**src/rtl/dmem_arbiter.sv**
```systemverilog
// dmem_arbiter
// Shares the single-port data RAM between the SCPU data port (master 0) and
// the debug/loader port (master 1). At most one access is granted per cycle
// using round-robin priority. Read data is steered back to the requester after
// the fixed RAM read latency. Per-master saturating grant counters are exported.
//
// Ports:
//   clk, rst                      memory clock, synchronous active-high reset
//   m0_* / m1_*                   requester ports: req/we/addr/wdata in,
//                                 gnt/rvalid/rdata out
//   ram_we, ram_addr, ram_wdata   RAM command, driven from the granted master
//   ram_rdata                     RAM read data, valid RD_LAT cycles after address
//   gnt_cnt0, gnt_cnt1            saturating grant counts per master
module dmem_arbiter #(
    parameter int ADDR_W = 32,
    parameter int DATA_W = 32,
    parameter int RD_LAT = 1,
    parameter int CNT_W  = 16
) (
    input  logic              clk,
    input  logic              rst,
    input  logic              m0_req,
    input  logic              m0_we,
    input  logic [ADDR_W-1:0] m0_addr,
    input  logic [DATA_W-1:0] m0_wdata,
    output logic              m0_gnt,
    output logic              m0_rvalid,
    output logic [DATA_W-1:0] m0_rdata,
    input  logic              m1_req,
    input  logic              m1_we,
    input  logic [ADDR_W-1:0] m1_addr,
    input  logic [DATA_W-1:0] m1_wdata,
    output logic              m1_gnt,
    output logic              m1_rvalid,
    output logic [DATA_W-1:0] m1_rdata,
    output logic              ram_we,
    output logic [ADDR_W-1:0] ram_addr,
    output logic [DATA_W-1:0] ram_wdata,
    input  logic [DATA_W-1:0] ram_rdata,
    output logic [CNT_W-1:0]  gnt_cnt0,
    output logic [CNT_W-1:0]  gnt_cnt1
);

    // last_gnt: 0 = master 0 won the last grant, 1 = master 1.
    // Resets to 1 so master 0 wins the first contention.
    logic              last_gnt;
    logic              rd_push;
    // Read tag pipeline: valid bit and requester id per stage.
    logic [RD_LAT-1:0] vld_pipe;
    logic [RD_LAT-1:0] id_pipe;
    logic              tail_vld;
    logic              tail_id;

    // Combinational grant: a lone requester always wins, and on contention
    // the master that did not win last time goes first.
    always_comb begin
        m0_gnt = 1'b0;
        m1_gnt = 1'b0;
        if (!rst) begin
            m0_gnt = m0_req && (!m1_req || last_gnt);
            m1_gnt = m1_req && (!m0_req || !last_gnt);
        end
    end

    // RAM command mux. With no grant the master 0 values are presented,
    // and ram_we stays low.
    always_comb begin
        ram_addr  = m1_gnt ? m1_addr  : m0_addr;
        ram_wdata = m1_gnt ? m1_wdata : m0_wdata;
        ram_we    = (m0_gnt && m0_we) || (m1_gnt && m1_we);
    end

    assign rd_push = (m0_gnt && !m0_we) || (m1_gnt && !m1_we);

    // Round-robin state moves only on a grant. Idle cycles keep the priority.
    always_ff @(posedge clk) begin
        if (rst) begin
            last_gnt <= 1'b1;
        end else if (m0_gnt || m1_gnt) begin
            last_gnt <= m1_gnt;
        end
    end

    // Each granted read enters the tag pipeline, and writes and idle cycles
    // enter as bubbles. A reset flushes it, which discards reads still in flight.
    always_ff @(posedge clk) begin
        if (rst) begin
            vld_pipe <= '0;
            id_pipe  <= '0;
        end else begin
            vld_pipe[0] <= rd_push;
            id_pipe[0]  <= m1_gnt;
            for (int i = 1; i < RD_LAT; i++) begin
                vld_pipe[i] <= vld_pipe[i-1];
                id_pipe[i]  <= id_pipe[i-1];
            end
        end
    end

    assign tail_vld = vld_pipe[RD_LAT-1];
    assign tail_id  = id_pipe[RD_LAT-1];

    // The tail of the pipeline lines up with ram_rdata for that access.
    // This output is held low during reset.
    always_comb begin
        m0_rvalid = !rst && tail_vld && !tail_id;
        m1_rvalid = !rst && tail_vld && tail_id;
        m0_rdata  = m0_rvalid ? ram_rdata : '0;
        m1_rdata  = m1_rvalid ? ram_rdata : '0;
    end

    // The grant counters saturate at all-ones instead of wrapping.
    always_ff @(posedge clk) begin
        if (rst) begin
            gnt_cnt0 <= '0;
            gnt_cnt1 <= '0;
        end else begin
            if (m0_gnt && (gnt_cnt0 != {CNT_W{1'b1}}))
                gnt_cnt0 <= gnt_cnt0 + 1'b1;
            if (m1_gnt && (gnt_cnt1 != {CNT_W{1'b1}}))
                gnt_cnt1 <= gnt_cnt1 + 1'b1;
        end
    end

endmodule

```
**config.mk**
```make
export PLATFORM = sky130hd
export DESIGN_NAME = dmem_arbiter
export DESIGN_NICKNAME = d
export VERILOG_FILES = /design/src/rtl/dmem_arbiter.sv
export SDC_FILE = /design/constraint.sdc
export NUM_CORES = 1
export LEC_CHECK = 0
export ABC_AREA = 1
export CORE_AREA = 2 2 130 132
export CTS_CLUSTER_DIAMETER = 150
export DETAILED_ROUTE_END_ITERATION = 6
export DIE_AREA = 0 0 132 134
export RECOVER_POWER = 100
export SLEW_MARGIN = 20
export SYNTH_ARGS = -nofsm -noshare
export SYNTH_HDL_FRONTEND = slang
export SYNTH_SLANG_ARGS = --single-unit
```
**constraint.sdc**
```tcl
create_clock -name clk -period 5.5 [get_ports clk]
set_input_delay 1.65 -clock clk [delete_from_list [all_inputs] [get_ports clk]]
set_output_delay 1.65 -clock clk [all_outputs]
set_load 0.02 [all_outputs]
```
==> run summary, run 1 <==
The flow ran to the end, and the final reports show no timing, DRC or antenna violations. The HPWL reported at the end of detailed placement is 15.76 mm. The quantity of I/O buffers inserted on ports is 330. The mean area per synthesized cell came out at 5.050 µm². The mean number of vias per cell is 4.160. The final setup violation count came out at 0. The post-route core utilization is 42.40%. VDD sags by at most 0.0001353 V.

In the final timing run, aggregate negative setup slack is 0 ps. The final hold slack came out at 533.5 ps. The global-route congestion overflow total is 0. The peak fanout along the critical path came out at 37. The area taken by multi-input logic gates is 0.002106 mm². The register-to-register setup slack came out at 3410 ps. The dominant cell type by area after synthesis is nand2_1. The final setup skew is 3.899 ps. Buffers added to address setup during post-CTS repair amount to 0. The number of nets in the layout came out at 1,125. The placer congestion estimate came out at 0.8634. The data arrival time at the worst-slack endpoint is 3720 ps.

TritonCTS built the clock tree. 0 antenna diodes ended up in the layout. By count the netlist is led by nand2_1, nor2_1, inv_1, dfxtp_1, nand3_1. In this run the clock root is driven by a clkbuf_16. The share of flip-flops with an asynchronous set or reset after synthesis came out at 0%. The filler cells instantiated in the layout total 1,766. After layout, the design draws a total of 0.0009476 W. Timing would allow up to 186.2 MHz. The number of top-level pins came out at 331. After floorplanning, the core was sized to cover 0.01629 mm². The die width is 132 µm.

Yosys attributes the largest share of cell area to nand2_1, dfxtp_1, nor2_1, inv_1, nand3_1. The final routed wirelength across all metal layers is 19.07 mm. The number of standard-cell rows in the floorplan came out at 47. The post-layout worst setup margin came out at 130.4 ps. The post-synthesis cell count came out at 633. The number of buffers added to fix hold violations after cts came out at 0. The placement-stage worst setup slack came out at 187.2 ps.

After synthesis the netlist holds a flip-flop and latch count of 35. The most common cell in the synthesized netlist is nand2_1. For this run, design rule violations remaining after detail routing come to 0. In this run the remaining antenna-violating nets after routing total 0.

The critical path ends at ram_wdata[26]. The leakage power of the design came out at 3.369 nW. The number of distinct library cells after synthesis came out at 26.

The via count is 4,900. The overall routing resource usage came out at 20.19%. The number of enable flip-flop cells after synthesis is 0.

The worst register-to-register path begins at gnt_cnt0[0]. The final max-slew violation count is 0. Entering global routing, the biggest net connects 50 pins. In the final routed layout, each cell accounts on average for 16.19 µm.

The die covers 0.01769 mm². The number of hold violations in the final report is 0. The via count of the first global-routing pass was 4,569.

Relative to the synthesized area, the layout overhead comes to 116.0%. The worst register-to-register path ends at gnt_cnt0[15]. The number of clock buffers added by TritonCTS is 5.

Setup repair after global routing left no endpoint under its margin. The required time of the worst setup path is 3850 ps. The clock latency on the worst-skew pair is 280 ps. The normalized max-slew margin is 46.44%. The depth of the worst register-to-register path is 6. The clock tree synthesis step divided the H-tree into 2 levels. The period utilization is 97.63%.

The height of the die is 134 µm. For this configuration, the core starts out at a cell density of 19.63%. The number of design-rule violations left by the first detailed-router iteration came out at 229. For this run, the number of Yosys warnings is 0.

The areal power density over the cells came out at 137.2 mW/mm². The post-CTS resize count is 0. The tightest min-delay check is of the reg -> reg type.

The worst setup path is captured at a primary output. In this run the worst setup path begins at m0_req. The wire length of the first global-routing pass came out at 27.63 mm. The total standard cell area after synthesis came out at 0.003197 mm². The register cell area after layout came out at 700.7 µm².

STA classifies the critical path startpoint as a primary input. The clock drives 35 sinks. The area share of the leading cell type in the synthesized netlist came out at 32.88%. Sequential cells were found to cover 21.92% of the synthesized design area. The detailed-router iteration count before antenna repair is 5. For this run, the leading register cell type out of synthesis is dfxtp_1. The pin slew with the least headroom to its limit came out at 801.0 ps. The number of nets in the synthesized netlist is 801. The initial antenna violation count is 0. The post-route netlist has 3.758% of its cells at a drive strength greater than 1. The worst setup path is of the in -> out kind. After clock tree synthesis, the clock-pin slew on the worst setup and hold paths is 60 ps. The worst path needs 5370 ps of the cycle, external delays included. The total of max-cap violations came out at 0. The clock passes through at most 2 buffers.
worst max-delay path: stages:
cell           delay [ps]
dlygate4sd3_1         620
nand2_1               120
nand3_2               140
buf_12                210
nand2_1               180
nand2_1               110
dlygate4sd3_1         670
per-layer routing:
layer | vias to the layer above | wire length (µm) | GRT usage [%]
li1 | 2558 | - | -
met2 | 191 | 8343 | 31.34
met4 | 0 | 229 | 2.717
met3 | 13 | 1753 | 7.029
met5 | - | 0 | 0
met1 | 2138 | 8743 | 27.65
through the flow:
step / cells / area [µm²]
floorplan: 633 / 3197
CTS: 1178 / 6927
detailed placement: 1170 / 6778
global placement: 1170 / 6778
finish: 1178 / 6907
global route: 1178 / 6907
power breakdown:
group          switching (W)  internal, W
Clock               0.000120     0.000169
Combinational       0.000192     0.000205
Sequential        0.00000363     0.000257
Total               0.000316     0.000631
cells in the final DEF (no fill, tap or decap):
master,Yosys,final
nand2_1,280,280
clkdlybuf4s50_1,0,181
dlygate4sd3_1,0,149
nor2_1,143,145
inv_1,56,57
dfxtp_1,35,35
nand3_1,31,33
a21oi_1,23,23
buf_4,6,9
nor2_2,6,5
clkbuf_16,0,5
nor3_1,4,4
o21ai_0,4,4
buf_12,0,4
nand2_2,3,3
inv_2,4,3
nand4_1,3,3
nand3_2,4,2
nand3b_1,2,2
ha_1,2,2
clkinvlp_4,0,2
nor2_8,1,1
a22o_1,1,1
nor2_4,2,1
nor3b_1,1,1
o211ai_1,1,1
o22ai_1,1,1
inv_6,0,1
layout make-up:
class	count	area share [%]
clock buffers	5	1.812
flip-flops and latches	35	10.14
clock inverters	3	0.3442
repair buffers	343	49.96
multi-input cells	512	30.49
inverters	60	3.261
well taps	220	3.986
worst min-delay path by stage:
stage                startpoint  cells after the start           to  slack [ps]
finish                 last_gnt                      2     last_gnt         530
global route        gnt_cnt1[1]                      2  gnt_cnt1[1]         560
CTS                 gnt_cnt1[1]                      2  gnt_cnt1[1]         540
detailed placement  gnt_cnt1[1]                      2  gnt_cnt1[1]         520
global placement    gnt_cnt1[1]                      2  gnt_cnt1[1]         520
floorplan              last_gnt                      2     last_gnt         500
registers in the layout, indices dropped and copies added, names as in the netlist:
signal / count
gnt_cnt0: 16
gnt_cnt1: 16
id_pipe: 1
last_gnt: 1
tail_vld: 1
cell families after synthesis:
kind of cell / Yosys count / synth area share [%]
simple gates: 480 / 60.78
buf+inv: 86 / 11.58
flops: 35 / 21.92
compound gates: 30 / 4.932
fa+ha+maj: 2 / 0.7827
No activity file was read; power rests on OpenSTA's default activity.
==> run 2, diff against run 1 <==
--- a/config.mk
+++ b/config.mk
@@ -11,7 +11,6 @@
 export DETAILED_ROUTE_END_ITERATION = 6
 export DIE_AREA = 0 0 132 134
 export RECOVER_POWER = 100
-export SLEW_MARGIN = 20
 export SYNTH_ARGS = -nofsm -noshare
 export SYNTH_HDL_FRONTEND = slang
 export SYNTH_SLANG_ARGS = --single-unit
==> constraint.sdc (replaced) <==
create_clock -name clk -period 5.5 [get_ports clk]
set_input_delay 1.65 -clock clk [delete_from_list [all_inputs] [get_ports clk]]
set_output_delay 1.65 -clock clk [all_outputs]
set_load 0.1 [all_outputs]
==> run 2 against run 1 <==
- combinational power is 110% higher
- sequential power is essentially flat
- highest routed layer is now met5
- hold slack worse by 7.7 ps
- fmax rose by 3.6%
- global-route usage grew 0.14 points
- critical endpoint is now ram_addr[29]
- sequential share of layout area is 1.5 points lower
- die area is the same
- setup slack better by 190 ps
- sequential cell count unchanged
- utilization is 7.4 points higher
- clock skew barely moved
==> run summary, run 2 (synthesis gave the netlist of run 1 again) <==
Outcome: finished, final reports clean (unchanged). The area of the die is 0.01769 mm² (unchanged). The required time of the worst setup path came out at 3850 ps (about the same). The height of the die came out at 134 µm (unchanged).

The hold path endpoint is gnt_cnt1[1] (was last_gnt). The clock latency on the worst-skew pair came out at 280 ps (about the same). The fill cell total of the finished layout came out at 1,632 (was 1,766). The remaining antenna violation count is 0 (unchanged).

The number of standard-cell rows in the floorplan is 47 (unchanged). The element type at the critical path end was a primary output (unchanged). The hold path startpoint was gnt_cnt1[1] (was last_gnt). The number of top-level pins came out at 331 (unchanged). The mean number of vias per cell came out at 4.168 (was 4.160). The count of buffering cells on the critical path with inverters included is 4 (was 3). The number of nets in the layout is 1,120 (was 1,125). The normalized max-slew margin came out at 18.80% (was 46.44%).

The number of DRC violations after detailed routing is 0 (unchanged). The achievable frequency came out at 193.0 MHz (was 186.2 MHz). The TritonCTS sink count is 35 (unchanged).

The via count is 4,897 (was 4,900). The routed length per instance is 15.93 µm (was 16.19 µm). The pin slew with the least headroom to its limit came out at 1223 ps (was 801.0 ps). The depth of the critical timing path with buffers and inverters included is 8 (was 7). The path category of the worst min-delay check is reg -> reg (unchanged). The final routed wirelength across all metal layers came out at 18.72 mm (was 19.07 mm). The global-route congestion overflow total is 0 (unchanged). The number of levels the H-tree was split into came to 2 (unchanged). The number of design-rule violations left by the first detailed-router iteration came out at 219 (was 229).

The critical path launch point type is a primary input (unchanged). The initial antenna violation count is 3 (was 0). The final setup skew came out at 4.190 ps (was 3.899 ps).

The synthesis-to-finish area growth came out at 153.5% (was 116.0%). The peak fanout along the critical path came out at 34 (was 37). The overall routing resource usage came to 20.34% (was 20.19%). The data arrival time at the worst-slack endpoint came to 3530 ps (was 3720 ps). The slowest cell on the critical path is dlygate4sd3_1 (unchanged). The final setup violation count was 0 (unchanged). The via count of the first global-routing pass is 4,553 (was 4,569). The number of stages on the worst hold path came out at 2 (unchanged). The largest net degree at the start of global routing came to 59 (was 50).

The total of max-cap violations came out at 0 (unchanged). The category of the critical setup timing path was in -> out (unchanged). The depth of the worst register-to-register path is 6 (unchanged). Leading cell types in the layout, fill and taps excluded: nand2_1, clkdlybuf4s50_1, nor2_1 (was nand2_1, clkdlybuf4s50_1, dlygate4sd3_1).

The die width came out at 132 µm (unchanged). The most frequent standard cell in the layout excluding fill and tap cells was nand2_1 (unchanged). The quantity of I/O buffers inserted on ports came out at 330 (unchanged). The number of hold violations in the final report was 0 (unchanged). The final max-slew violation count came out at 0 (unchanged).

Top flop regs: gnt_cnt0: 16 flops, gnt_cnt1: 16 flops (unchanged). The number of buffers added to fix hold violations after cts came out at 0 (unchanged). The cell at the root of the clock tree is clkbuf_16 (unchanged). The placer congestion estimate is 0.8192 (was 0.8634).

The detailed-router iteration count before antenna repair came out at 5 (unchanged). The areal power density over the cells came out at 170.8 mW/mm² (was 137.2 mW/mm²). The starting density of the core came out at 19.63% (unchanged). The period utilization is 94.22% (was 97.63%). The maximum clock path buffer count is 2 (unchanged).

RSZ-0062 raised after global routing: false (unchanged). The peak per-stage delay on the critical path came out at 590 ps (was 670 ps). The leakage power of the design was 3.735 nW (was 3.369 nW).

The total power draw is 0.001384 W (was 0.0009476 W). The wire length of the first global-routing pass was 27.77 mm (was 27.63 mm). The worst reg2reg path endpoint is gnt_cnt0[15] (unchanged).

The clock-pin slew on the worst setup and hold paths came to 60 ps (about the same). The worst voltage drop across the vdd grid is 0.0001529 V (was 0.0001353 V). The cell type group with the largest total delay on the critical path is buffers and inverters (unchanged). The HPWL reported at the end of detailed placement came out at 15.52 mm (was 15.76 mm). The standard cell core area was 0.01629 mm² (unchanged).

The minimum clock period is 5182 ps (was 5370 ps). The library cell appearing most often on the critical path is nand2_1 (unchanged). Cells along the critical path: dlygate4sd3_1, nand2_1, inv_1, nor2_8, buf_4, nand2_1, nand2_1, clkbuf_2 (was dlygate4sd3_1, nand2_1, nand3_2, buf_12, nand2_1, nand2_1, dlygate4sd3_1). The post-CTS resize count is 0 (unchanged). The register-to-register setup slack was 3470 ps (was 3410 ps). The post-CTS setup repair buffer count came out at 0 (unchanged). The final hold slack is 525.7 ps (was 533.5 ps). The worst flop-to-flop path startpoint was gnt_cnt0[0] (unchanged).

The proportion of layout cells with a drive suffix above 1 came to 17.21% (was 3.758%). The CTS tree is done (unchanged). The number of clock buffers inserted by TritonCTS is 5 (unchanged).
-- run 2: cell types whose count changed in the layout (fill, tap and decap cells not counted), sizes merged --
| cell | change |
|---|---|
| inv | -1 |
| dlygate4sd3 | -116 |
| clkinvlp | -2 |
| clkdlybuf4s50 | -17 |
| buf | +122 |
| diode | +2 |
| clkbuf | +9 |
-- run 2: worst reg2reg max path: stages (launching register included) --
cell,delay (ps)
dfxtp_1,410
ha_1,220
inv_1,70
nor2_1,180
nand4_1,630
a21oi_1,350
nor2_1,70
-- run 2: per-stage QoR --
step | util (%) | area [µm²] | setup slack (ps) | instances | setup TNS [ps]
after floorplan | - | 3379 | -31.41 | 633 | -1884
after global placement | 50.29 | 8192 | 562.8 | 1165 | 0
after detailed placement | 50.29 | 8192 | 549.4 | 1165 | 0
after CTS | 51.25 | 8348 | 540.6 | 1173 | 0
after global routing | 49.76 | 8105 | 205.8 | 1175 | 0
final | 49.76 | 8105 | 318.2 | 1175 | 0
-- run 2: layer usage --
metal	vias to the layer above	routed length, µm	GRT usage (%)
li1	2554	-	-
met1	2156	7626	23.47
met2	161	9419	36.81
met3	24	1206	5.367
met4	2	448	6.039
met5	-	13	0
-- run 2: worst max path at each step --
stage               startpoint             to  slack [ps]
global placement        m1_req  ram_wdata[26]         560
floorplan                  rst   m1_rdata[10]         -30
finish                  m0_req   ram_addr[29]         320
global route            m0_req   ram_addr[23]         210
CTS                     m1_req  ram_wdata[22]         540
detailed placement      m1_req  ram_wdata[22]         550
-- run 2: final cells by class --
class	instances	area (µm²)	share of cell area, %
sequential	35	700.7	8.645
multi-input combinational	512	2128	26.26
antenna	2	5.005	0.06175
inverter	60	225.2	2.779
timing repair buffer	338	4614	56.93
tap	220	275.3	3.396
clock buffer	8	156.4	1.930
-- run 2: where the power goes --
group	total, W	switching, W	internal (W)
registers	0.000261	0.00000340	0.000257
logic	0.000825	0.000517	0.000309
clock network	0.000298	0.000105	0.000193
total	0.00138	0.000625	0.000759
